<file path="src/rtl/execute_stage_pipe.sv">
// Execute stage between the operand-read and memory pipeline registers: forwarding muxes,
// single-cycle ALU, iterative shift-add MUL and branch compare feeding one handshaked output register.
module execute_stage_pipe #(
    parameter int              XLEN      = 32,
    parameter logic [XLEN-1:0] NOP_INSTR = 32'h00000013,
    parameter bit              MUL_EN    = 1'b1
) (
    input  logic            clk,
    input  logic            reset,
    input  logic            in_valid,
    output logic            in_ready,
    input  logic [XLEN-1:0] ir3,
    input  logic [XLEN-1:0] pc3,
    input  logic [XLEN-1:0] x3,
    input  logic [XLEN-1:0] y3,
    input  logic [XLEN-1:0] md3,
    input  logic [XLEN-1:0] z4_fwd,
    input  logic [XLEN-1:0] z5_fwd,
    input  logic [1:0]      sel_op1,
    input  logic [1:0]      sel_op2,
    input  logic [1:0]      sel_md,
    input  logic [5:0]      alu_sel,
    input  logic            flush,
    output logic            out_valid,
    input  logic            out_ready,
    output logic [XLEN-1:0] ir4,
    output logic [XLEN-1:0] pc4,
    output logic [XLEN-1:0] z4,
    output logic [XLEN-1:0] md4,
    output logic            br_taken,
    output logic            busy
);

    localparam int SHW = $clog2(XLEN);
    localparam int CW  = $clog2(XLEN + 1);

    // ALU function codes
    localparam logic [5:0] ALU_ADD  = 6'd0;
    localparam logic [5:0] ALU_SUB  = 6'd1;
    localparam logic [5:0] ALU_AND  = 6'd2;
    localparam logic [5:0] ALU_OR   = 6'd3;
    localparam logic [5:0] ALU_XOR  = 6'd4;
    localparam logic [5:0] ALU_SLL  = 6'd5;
    localparam logic [5:0] ALU_SRL  = 6'd6;
    localparam logic [5:0] ALU_SRA  = 6'd7;
    localparam logic [5:0] ALU_SLT  = 6'd8;
    localparam logic [5:0] ALU_SLTU = 6'd9;
    localparam logic [5:0] ALU_PASB = 6'd10;
    localparam logic [5:0] ALU_MUL  = 6'd11;

    typedef enum logic {S_IDLE, S_MUL} state_e;

    typedef struct packed {
        logic [XLEN-1:0] ir;
        logic [XLEN-1:0] pc;
        logic [XLEN-1:0] z;
        logic [XLEN-1:0] md;
        logic            br;
    } ex_out_t;

    state_e          state_q, state_d;
    logic [CW-1:0]   cnt_q, cnt_d;
    logic [XLEN-1:0] acc_q, acc_d;
    logic [XLEN-1:0] mcand_q, mcand_d;
    logic [XLEN-1:0] mplr_q, mplr_d;
    logic [XLEN-1:0] mir_q, mir_d;
    logic [XLEN-1:0] mpc_q, mpc_d;
    logic [XLEN-1:0] mmd_q, mmd_d;
    ex_out_t         out_q, out_d;
    logic            out_valid_q, out_valid_d;

    logic [XLEN-1:0] op1, op2, md_sel, alu_res, acc_step, mul_final;
    logic            is_mul, is_branch, br_dec, slot_free, accept;

    always_comb begin
        op1 = z4_fwd;
        case (sel_op1)
            2'd0:    op1 = x3;
            2'd1:    op1 = z5_fwd;
            default: op1 = z4_fwd;
        endcase
        op2 = z4_fwd;
        case (sel_op2)
            2'd0:    op2 = y3;
            2'd1:    op2 = z5_fwd;
            default: op2 = z4_fwd;
        endcase
        md_sel = z4_fwd;
        case (sel_md)
            2'd0:    md_sel = md3;
            2'd1:    md_sel = z5_fwd;
            default: md_sel = z4_fwd;
        endcase
    end

    always_comb begin
        alu_res = '0;
        case (alu_sel)
            ALU_ADD:  alu_res = op1 + op2;
            ALU_SUB:  alu_res = op1 - op2;
            ALU_AND:  alu_res = op1 & op2;
            ALU_OR:   alu_res = op1 | op2;
            ALU_XOR:  alu_res = op1 ^ op2;
            ALU_SLL:  alu_res = op1 << op2[SHW-1:0];
            ALU_SRL:  alu_res = op1 >> op2[SHW-1:0];
            ALU_SRA:  alu_res = $signed(op1) >>> op2[SHW-1:0];
            ALU_SLT:  alu_res = {{(XLEN-1){1'b0}}, $signed(op1) < $signed(op2)};
            ALU_SLTU: alu_res = {{(XLEN-1){1'b0}}, op1 < op2};
            ALU_PASB: alu_res = op2;
            ALU_MUL:  alu_res = op1 * op2;
            default:  alu_res = '0;
        endcase
    end

    // Branches compare the forwarded operands directly, independent of alu_sel.
    always_comb begin
        is_branch = (ir3[6:0] == 7'b1100011);
        br_dec    = 1'b0;
        if (is_branch) begin
            case (ir3[14:12])
                3'b000:  br_dec = (op1 == op2);
                3'b001:  br_dec = (op1 != op2);
                3'b100:  br_dec = ($signed(op1) <  $signed(op2));
                3'b101:  br_dec = ($signed(op1) >= $signed(op2));
                3'b110:  br_dec = (op1 <  op2);
                3'b111:  br_dec = (op1 >= op2);
                default: br_dec = 1'b0;
            endcase
        end
    end

    assign is_mul    = MUL_EN && (ir3[6:0] == 7'b0110011) && (ir3[31:25] == 7'b0000001)
                       && (ir3[14:12] == 3'b000);
    assign busy      = (state_q == S_MUL);
    assign slot_free = !out_valid_q || out_ready;
    assign in_ready  = !busy && slot_free;
    assign accept    = in_valid && in_ready && !flush;
    assign acc_step  = mplr_q[0] ? (acc_q + mcand_q) : acc_q;
    // Once cnt reaches XLEN the product is complete and only waits for the output slot.
    assign mul_final = (cnt_q == CW'(XLEN)) ? acc_q : acc_step;

    always_comb begin
        state_d     = state_q;
        cnt_d       = cnt_q;
        acc_d       = acc_q;
        mcand_d     = mcand_q;
        mplr_d      = mplr_q;
        mir_d       = mir_q;
        mpc_d       = mpc_q;
        mmd_d       = mmd_q;
        out_d       = out_q;
        out_valid_d = out_valid_q;

        if (flush) begin
            state_d     = S_IDLE;
            out_valid_d = 1'b0;
            out_d.ir    = NOP_INSTR;
            out_d.br    = 1'b0;
        end else begin
            if (out_ready) begin
                out_valid_d = 1'b0;
                out_d.ir    = NOP_INSTR;
            end
            case (state_q)
                S_IDLE: begin
                    if (accept) begin
                        if (is_mul) begin
                            state_d = S_MUL;
                            cnt_d   = '0;
                            acc_d   = '0;
                            mcand_d = op1;
                            mplr_d  = op2;
                            mir_d   = ir3;
                            mpc_d   = pc3;
                            mmd_d   = md_sel;
                        end else begin
                            out_d.ir    = ir3;
                            out_d.pc    = pc3;
                            out_d.z     = alu_res;
                            out_d.md    = md_sel;
                            out_d.br    = br_dec;
                            out_valid_d = 1'b1;
                        end
                    end
                end
                S_MUL: begin
                    if (cnt_q != CW'(XLEN)) begin
                        acc_d   = acc_step;
                        mcand_d = mcand_q << 1;
                        mplr_d  = mplr_q >> 1;
                        cnt_d   = cnt_q + CW'(1);
                    end
                    if ((cnt_q >= CW'(XLEN - 1)) && slot_free) begin
                        out_d.ir    = mir_q;
                        out_d.pc    = mpc_q;
                        out_d.z     = mul_final;
                        out_d.md    = mmd_q;
                        out_d.br    = 1'b0;
                        out_valid_d = 1'b1;
                        state_d     = S_IDLE;
                    end
                end
                default: state_d = S_IDLE;
            endcase
        end
    end

    always_ff @(posedge clk) begin
        if (!reset) begin
            state_q     <= S_IDLE;
            cnt_q       <= '0;
            acc_q       <= '0;
            mcand_q     <= '0;
            mplr_q      <= '0;
            mir_q       <= NOP_INSTR;
            mpc_q       <= '0;
            mmd_q       <= '0;
            out_q.ir    <= NOP_INSTR;
            out_q.pc    <= '0;
            out_q.z     <= '0;
            out_q.md    <= '0;
            out_q.br    <= 1'b0;
            out_valid_q <= 1'b0;
        end else begin
            state_q     <= state_d;
            cnt_q       <= cnt_d;
            acc_q       <= acc_d;
            mcand_q     <= mcand_d;
            mplr_q      <= mplr_d;
            mir_q       <= mir_d;
            mpc_q       <= mpc_d;
            mmd_q       <= mmd_d;
            out_q       <= out_d;
            out_valid_q <= out_valid_d;
        end
    end

    assign out_valid = out_valid_q;
    assign ir4       = out_q.ir;
    assign pc4       = out_q.pc;
    assign z4        = out_q.z;
    assign md4       = out_q.md;
    assign br_taken  = out_q.br;

endmodule
</file>
<file path="config.mk">
export PLATFORM = sky130hd
export DESIGN_NAME = execute_stage_pipe
export DESIGN_NICKNAME = d
export VERILOG_FILES = /design/src/rtl/execute_stage_pipe.sv
export SDC_FILE = /design/constraint.sdc
export NUM_CORES = 2
export LEC_CHECK = 0
export CAP_MARGIN = 10
export CORE_MARGIN = 2
export CORE_UTILIZATION = 40
export DETAILED_ROUTE_END_ITERATION = 16
export SETUP_SLACK_MARGIN = 0.05
export SYNTH_ARGS = -nofsm -noshare
export SYNTH_HDL_FRONTEND = slang
export SYNTH_SLANG_ARGS = --single-unit
</file>
<file path="constraint.sdc">
create_clock -name clk -period 8.72 [get_ports clk]
set_input_delay 1.308 -clock clk [delete_from_list [all_inputs] [get_ports clk]]
set_output_delay 1.308 -clock clk [all_outputs]
set_load 0.03 [all_outputs]
</file>
==> flow_summary.ini <==
[outcome]
status = finished, violations left
failed_checks = negative setup slack

[placed_design]
place.gp.congestion = 1.04
port_buffers = 372
dp_hpwl_um = 153000

[timing]
setup_viol = 1
finalHoldViolations = 0
final-max-slew-violation-count = 0
fin_ws_ns = -0.0136
fmax_mhz = 115
layout_min_cycle_time_ns = 8.73
period_share = 1.00
worst_pin_slew_ns = 1.23
hold_ws_ns = 0.442
rsz0062_at_grt = yes
skew_ns = 0.0351
slew_headroom = 0.172

[floorplan]
row_count = 117
dieArea_um2 = 106000
start_util = 0.404
die_x_um = 325
die-height_um = 325
ios = 373
coreArea_um2 = 102000

[clocking]
cts_root_buf = clkbuf_16
clk_pin_slew_ns = 0.06
cts_tree = yes
clockBufferDepth = 3
clk_latency_ns = 0.61
numCtsBuffers = 36
cts.sinks = 329
cts_max_level = 2

[grt]
overflow = 0
antenna_found_initial = 25
grt_pass1_vias = 41500
grt_usage = 0.357
grt_max_degree = 110
grt_pass1_wl_um = 283000

[logic_synthesis]
yosysMostFrequentCell = nor2_1
yosys_warnings = 0
yosys-top-cells-count = nor2_1 (814), nand2_1 (616), inv_1 (487)
ys_seq_elements = 329
synth-edff-count = 0
yosysTopAreaCellShare = 0.199
avgSynthCellArea_um2 = 7.73
synth_fp_nets = 6251
syn_area_um2 = 41300
synth.area.top_cells = fa_1 (20%), dfxtp_1 (16%), ha_1 (7.7%), nor2_1 (7.4%), mux2i_1 (5.8%)
syn_inst = 5346
seq_area_frac_synth = 0.159
async_flop_share = 0
synth_area_leader_cell = fa_1
synth_cell_types = 97
synth_ff_type = dfxtp_1

[critical_path]
start_kind = primary input
critical_path.max_stage_delay_ns = 0.56
slowest_stage = fa_1
critPathRequiredTime_ns = 9.20
arrival_ns = 9.22
end_kind = register
crit_type = in2reg
crit_top_cell = fa_1
cp_max_fo = 6

[job]
maxCapViolCount = 0

[cells_and_area]
seq_area_um2 = 6590
finalNetCount = 6842
syn_to_final_growth_pct = 26.2
drive_gt1_frac = 0.151
fillers = 10200
multiInputGateArea_um2 = 31900

[detailed_routing]
drt_first_pass_iters = 6
ant_nets = 0
drc = 0
drt_wl_total_um = 195000
vias = 43000
wl_per_cell_um = 26.6
avgViaCountPerCell = 5.86
drtIter0Drc = 4465

[worst_hold_path]
hold_class = reg2reg
[worst max-delay path: cells and delay by family]
kind / cells / cell delay (ns)
buf+inv: 10 / 1.11
mux: 1 / 0.19
xor+xnor: 1 / 0.15
fa+ha+maj: 9 / 4.29
compound gates: 7 / 1.77
simple gates: 3 / 0.36
[routing by layer]
layer,GRT usage,wire [µm],vias to the layer above
met5,0,143,-
met1,0.461,77800,21000
met4,0.193,12700,22
li1,-,-,19200
met3,0.0839,18900,503
met2,0.552,85800,2286
[layout make-up]
cell class / count / area share
diodes: 12 / 0.000576
clock buffers: 47 / 0.0192
clock inverters: 19 / 0.00627
inverters: 513 / 0.0381
multi-input cells: 4123 / 0.611
flip-flops and latches: 329 / 0.126
well taps: 1368 / 0.0328
repair buffers: 934 / 0.165
[per-stage QoR]
step	std cells	TNS [ns]	setup slack (ns)	instance area, µm²	util
after floorplan	5346	-0.0290	-0.0277	41500	-
after global placement	7226	-12.47	-1.11	49600	0.486
after detailed placement	7226	-13.94	-1.17	49600	0.486
after CTS	7313	-0.0196	-0.0196	51500	0.504
after global routing	7345	-0.373	-0.153	52100	0.510
final	7345	-0.0136	-0.0136	52100	0.510
[worst paths after layout]
kind,start,to,slack [ns],cells past startpoint
setup / recovery,sel_op2[0],z4[29]$_SDFFE_PN0P_,-0.01,31
hold / removal,mir_q[0]$_SDFFE_PN1P_,mir_q[0]$_SDFFE_PN1P_,0.44,1
setup reg to reg,cnt_q[0]$_SDFFE_PN0P_,z4[25]$_SDFFE_PN0P_,4.40,10
hold reg to reg,mir_q[0]$_SDFFE_PN1P_,mir_q[0]$_SDFFE_PN1P_,0.44,1
[kinds of logic (layout without fill, tap and decap cells)]
logic type | Yosys count | after routing | share of synthesized area
adder cells (fa/ha/maj) | 664 | 664 | 0.276
AO/OA/AOI/OAI | 1355 | 1355 | 0.210
multiplexers | 265 | 265 | 0.0662
XOR/XNOR | 136 | 136 | 0.0292
AND/OR/NAND/NOR | 1703 | 1703 | 0.171
buffers and inverters | 894 | 1513 | 0.0884
other | 0 | 12 | 0
flip-flops | 329 | 329 | 0.159
[cell usage in the layout (no fill, tap or decap), drive strengths merged, types with 11 or more instances in the layout]
master,netlist,routed
diode,0,12
nor2,819,819
a22oi,79,79
and2,11,11
nand2b,21,21
inv,507,503
nor4,17,17
o31ai,20,20
o22ai,38,38
a21o,36,36
nand4,12,12
a31oi,46,46
o21ai,286,286
dfxtp,329,329
nand3,49,49
clkinv,6,17
clkdlybuf4s50,0,347
nor3,39,39
a21oi,456,456
nand2,617,617
o21a,21,21
nor3b,54,54
buf,118,567
clkbuf,263,50
o221ai,14,14
xor2,27,27
and3,26,26
o311ai,11,11
o211ai,43,43
a211oi,156,156
fa,411,411
mux2,19,19
xnor2,108,108
mux2i,246,246
ha,253,253
or3,13,13
a221oi,25,25
o21bai,32,32
[timing repair]
| item | 4_1_cts | 5_1_grt |
|---|---|---|
| gates resized for setup | 95 | 120 |
| setup endpoints to repair | 17 | 19 |
| cloned | 0 | 1 |
| pin swaps | 48 | 55 |
| hold buffers | 0 | 0 |
| buffers inserted | 21 | 19 |
Power is left out: the tool's default activity adds up to more than one toggle a clock period on the data nets, which glitch-free logic cannot reach.
